$ cat src/rtl/multu_arb_seq.sv
// Two-requester round-robin front end for a WIDTH-cycle shift-and-add unsigned multiplier.
// Accept to rsp_valid is WIDTH cycles. rsp_ready low holds DONE with outputs frozen, and no new request is accepted.
module multu_arb_seq #(
  parameter int WIDTH = 4
) (
  input  logic               clk,
  input  logic               reset,
  input  logic               req0_valid,
  input  logic [WIDTH-1:0]   req0_a,
  input  logic [WIDTH-1:0]   req0_b,
  output logic               req0_ready,
  input  logic               req1_valid,
  input  logic [WIDTH-1:0]   req1_a,
  input  logic [WIDTH-1:0]   req1_b,
  output logic               req1_ready,
  output logic               rsp_valid,
  output logic               rsp_id,
  output logic [2*WIDTH-1:0] rsp_z,
  input  logic               rsp_ready,
  output logic               busy
);

  localparam int CW = $clog2(WIDTH + 1);

  typedef enum logic [1:0] {IDLE, CALC, DONE} state_t;

  state_t             state;
  logic               last_winner;
  logic               id;
  logic [2*WIDTH-1:0] mcand;
  logic [2*WIDTH-1:0] acc;
  logic [WIDTH-1:0]   mplr;
  logic [CW-1:0]      cnt;

  logic               gnt0;
  logic               gnt1;
  logic               accept;
  logic [WIDTH-1:0]   sel_a;
  logic [WIDTH-1:0]   sel_b;

  // A tie goes to whichever requester did not win the previous grant.
  always_comb begin
    gnt0   = req0_valid & (~req1_valid | last_winner);
    gnt1   = req1_valid & (~req0_valid | ~last_winner);
    sel_a  = gnt1 ? req1_a : req0_a;
    sel_b  = gnt1 ? req1_b : req0_b;
    accept = req0_ready | req1_ready;
  end

  assign req0_ready = (state == IDLE) & gnt0 & reset;
  assign req1_ready = (state == IDLE) & gnt1 & reset;
  assign rsp_z      = acc;
  assign rsp_id     = id;

  always_ff @(posedge clk or negedge reset) begin
    if (!reset) begin
      state       <= IDLE;
      last_winner <= 1'b1;
      id          <= 1'b0;
      mcand       <= '0;
      acc         <= '0;
      mplr        <= '0;
      cnt         <= '0;
      rsp_valid   <= 1'b0;
      busy        <= 1'b0;
    end else begin
      case (state)
        IDLE: begin
          if (accept) begin
            mcand       <= {{WIDTH{1'b0}}, sel_a};
            mplr        <= sel_b;
            acc         <= '0;
            cnt         <= CW'(WIDTH);
            id          <= gnt1;
            last_winner <= gnt1;
            busy        <= 1'b1;
            state       <= CALC;
          end
        end
        CALC: begin
          // Fixed WIDTH iterations regardless of operand values.
          if (mplr[0]) acc <= acc + mcand;
          mcand <= mcand << 1;
          mplr  <= mplr >> 1;
          cnt   <= cnt - CW'(1);
          if (cnt == CW'(1)) begin
            rsp_valid <= 1'b1;
            state     <= DONE;
          end
        end
        DONE: begin
          if (rsp_ready) begin
            rsp_valid <= 1'b0;
            busy      <= 1'b0;
            state     <= IDLE;
          end
        end
        default: begin
          rsp_valid <= 1'b0;
          busy      <= 1'b0;
          state     <= IDLE;
        end
      endcase
    end
  end

endmodule

$ cat config.mk
export PLATFORM = sky130hd
export DESIGN_NAME = multu_arb_seq
export DESIGN_NICKNAME = d
export VERILOG_FILES = /design/src/rtl/multu_arb_seq.sv
export SDC_FILE = /design/constraint.sdc
export NUM_CORES = 1
export LEC_CHECK = 0
export CAP_MARGIN = 30
export CORE_MARGIN = 5
export CORE_UTILIZATION = 40
export CTS_BUF_LIST = sky130_fd_sc_hd__clkbuf_2
export CTS_CLUSTER_DIAMETER = 80
export DETAILED_ROUTE_END_ITERATION = 7
export HOLD_SLACK_MARGIN = 0.15
export SYNTH_ARGS = -nofsm -noshare
export SYNTH_HDL_FRONTEND = slang
export SYNTH_SLANG_ARGS = --single-unit
$ cat constraint.sdc
create_clock -name clk -period 2.8 [get_ports clk]
set_clock_uncertainty 0.15 [all_clocks]
set_input_delay 0.56 -clock clk [delete_from_list [all_inputs] [get_ports clk]]
set_output_delay 0.56 -clock clk [all_outputs]
set_load 0.01 [all_outputs]
==> flow_summary.ini <==
[outcome]
status = completed

[clock_tree]
numCtsBuffers = 5
clock_latency_ns = 0.35
clockBufferDepth = 2
root_buffer = clkbuf_2
cts.sinks = 29
htreeDepth = 2
cts_hold_buffers = 0
cts_tree = done
clk_pin_slew_ns = 0.17

[sta]
fin_crit_sh_pct = 96.3
setup_slack_ns = 0.104
rsz0062_at_grt = no
fin_tns_setup_ns = 0
setup_viol = 0
finalMaxSlewViolations = 0
slew_headroom_pct = 60.7
holdWs_ns = 0.337
fin_crit_ns = 2.70
tightestPinTransition_ns = 0.586
max_freq_mhz = 371
hold_violations = 0

[synthesis]
syn_nets = 198
synth-edff-count = 0
yosys_warnings = 0
synth-main-ff-cell = dfrtp_1
synthArstFlopShare_pct = 100
synth_top_area_share_pct = 42.9
syn_avg_cell_area_sq_um = 9.78
synth_cells = 167
synth_area_leaders = dfrtp_1 43%, o21ai_0 7.4%, ha_1 6.9%
ys_ff_latch = 29
yosysSeqAreaShare_pct = 44.5
synth_area_sq_um = 1630
yosysTopAreaCell = dfrtp_1
synthDistinctLibCells = 40

[layout]
n_antenna_cell = 0
fill_cells = 368
nets = 239
drive_above_1_share_pct = 8.13
final_cells = 259
areaGrowthSynthToFinish_pct = 28.0

[setup_path]
crit_buf_inv = 3
startpoint_type = primary input
setup.worst_path.end = req0_ready
crit_arrival_ns = 1.99
cp_top_family = buffers and inverters
crit_start = reset
cp-end-kind = primary output
r2r_start = rsp_z[0]$_DFFE_PN0P_
worstReg2RegEnd = rsp_z[6]$_DFFE_PN0P_
worstPathMaxFanout = 3
crit_slowest_cell = clkdlybuf4s50_1
required_ns = 2.09
critPathMaxStageDelay_ns = 0.55
r2r_cells = 7
worst-path-stages = 6
cp_cell_sequence = clkdlybuf4s50_1 -> nor3b_4 -> buf_4 -> nand2_1 -> a21oi_1 -> dlygate4sd2_1
crit_type = in2out
rrSetupSlack_ns = 0.58

[global_route]
grt_usage_pct = 15.2
grt_overflow = 0
grt_start_max_net_pins = 30
grt_pass1_wl_um = 6240
grt_pass1_vias = 1351
grt_antenna_before_repair = 0

[place]
port-buffer-count = 33
dpl.cell_count = 250
place_worst_setup_slack_ns = -0.0911
dp_hpwl_um = 2860
gp_congestion = 0.783

[min_path]
hold_depth = 1
hold_class = reg2reg

[route]
drc = 0
post_drt_wl_per_cell_um = 14.6
drt_iter0_drc = 56
via_per_inst = 5.22
drt-pass1-iter-count = 4
drt-total-wl_um = 3780
routed-via-count = 1352
ant_nets = 0

[floorplan]
core_sq_um = 3970
ios = 34
die_h_um = 73.9
start_util_pct = 41.1
std_cell_rows = 23
die_area_sq_um = 5460
die_x_um = 73.9

[power_and_ir_drop]
p_per_area_nw_per_um2 = 898
p_leak_nw = 0.960
power.total_w = 0.00188
vdd_drop_max_mv = 0.469

[run]
maxCapViolCount = 0
[sequential cells by signal, indices dropped and copies added, names as in the netlist]
name	cells
rsp_valid	1
mplr	4
state	2
mcand	8
busy	1
last_winner	1
rsp_id	1
rsp_z	8
cnt	3
[cells in the final DEF (no fill, tap or decap), types with 3 or more instances in the layout]
cell type and n:
clkbuf_2 5, mux2i_1 10, dfrtp_1 28, nand3_1 8
a22oi_1 6, inv_1 5, a21oi_1 9, buf_4 8
a21o_1 3, ha_1 9, nor3b_1 4, o21ai_0 24
nor2_1 5, clkdlybuf4s50_1 31, a211oi_1 3, nand2_1 19
[routing by layer]
| layer | part of all wire, % | GRT usage, % | vias to the layer above | routed length, um |
|---|---|---|---|---|
| met3 | 4.3 | 4.65 | 4 | 161 |
| met4 | 1.6 | 6.04 | 0 | 61 |
| li1 | - | - | 683 | - |
| met1 | 43 | 18.5 | 640 | 1610 |
| met2 | 51 | 25.0 | 25 | 1940 |
| met5 | 0 | 0 | - | 0 |
[Yosys cell counts, drive strengths merged, types with 3 or more instances]
library cell  count
o21ai            25
a21oi             9
a211oi            3
inv               5
dfrtp            28
mux2i            10
buf               5
nor3b             5
a21o              3
nor2              5
ha                9
nand2            19
nand3             8
a22oi             6
[layout make-up]
type / instances / area, sq um / area share (%)
Clock buffer: 5 / 25.0 / 1.20
Inverter: 5 / 18.8 / 0.897
Timing Repair Buffer: 41 / 392 / 18.7
Tap cell: 50 / 62.6 / 2.99
Clock inverter: 3 / 12.5 / 0.598
Multi-Input combinational cell: 126 / 855 / 40.8
Sequential cell: 29 / 727 / 34.7
[metrics by stage]
step	utilization, %	cell area [sq um]
floorplan	-	1630
global route	52.7	2090
global placement	51.5	2050
CTS	52.6	2090
finish	52.7	2090
detailed placement	51.5	2050
[worst min-delay path by stage]
| stage | from | end | slack [ns] |
|---|---|---|---|
| detailed placement | rsp_z[7]$_DFFE_PN0P_ | rsp_z[7]$_DFFE_PN0P_ | 0.32 |
| global route | rsp_z[7]$_DFFE_PN0P_ | rsp_z[7]$_DFFE_PN0P_ | 0.36 |
| finish | rsp_z[7]$_DFFE_PN0P_ | rsp_z[7]$_DFFE_PN0P_ | 0.34 |
| CTS | rsp_z[7]$_DFFE_PN0P_ | rsp_z[7]$_DFFE_PN0P_ | 0.34 |
| global placement | rsp_z[7]$_DFFE_PN0P_ | rsp_z[7]$_DFFE_PN0P_ | 0.31 |
| floorplan | reset | busy$_DFFE_PN0P_ | 0.11 |
[what timing repair did]
item	CTS	global route
resized for setup	1	1
endpoints found under the setup margin	2	1
buffers inserted	1	0
pin swaps	0	0
[power by group]
group	switching (W)	total, W	internal, W
clock network	0.000147	0.000202	0.0000547
logic	0.000483	0.000931	0.000449
registers	0.000157	0.000746	0.000589
[kinds of logic after synthesis]
kind of cell | synth area share (%)
compound gates | 19.6
simple gates | 16.3
flops | 44.5
buf+inv | 3.22
mux | 6.13
fa+ha+maj | 8.12
xor+xnor | 2.14
(Power assumes the default switching activity.)
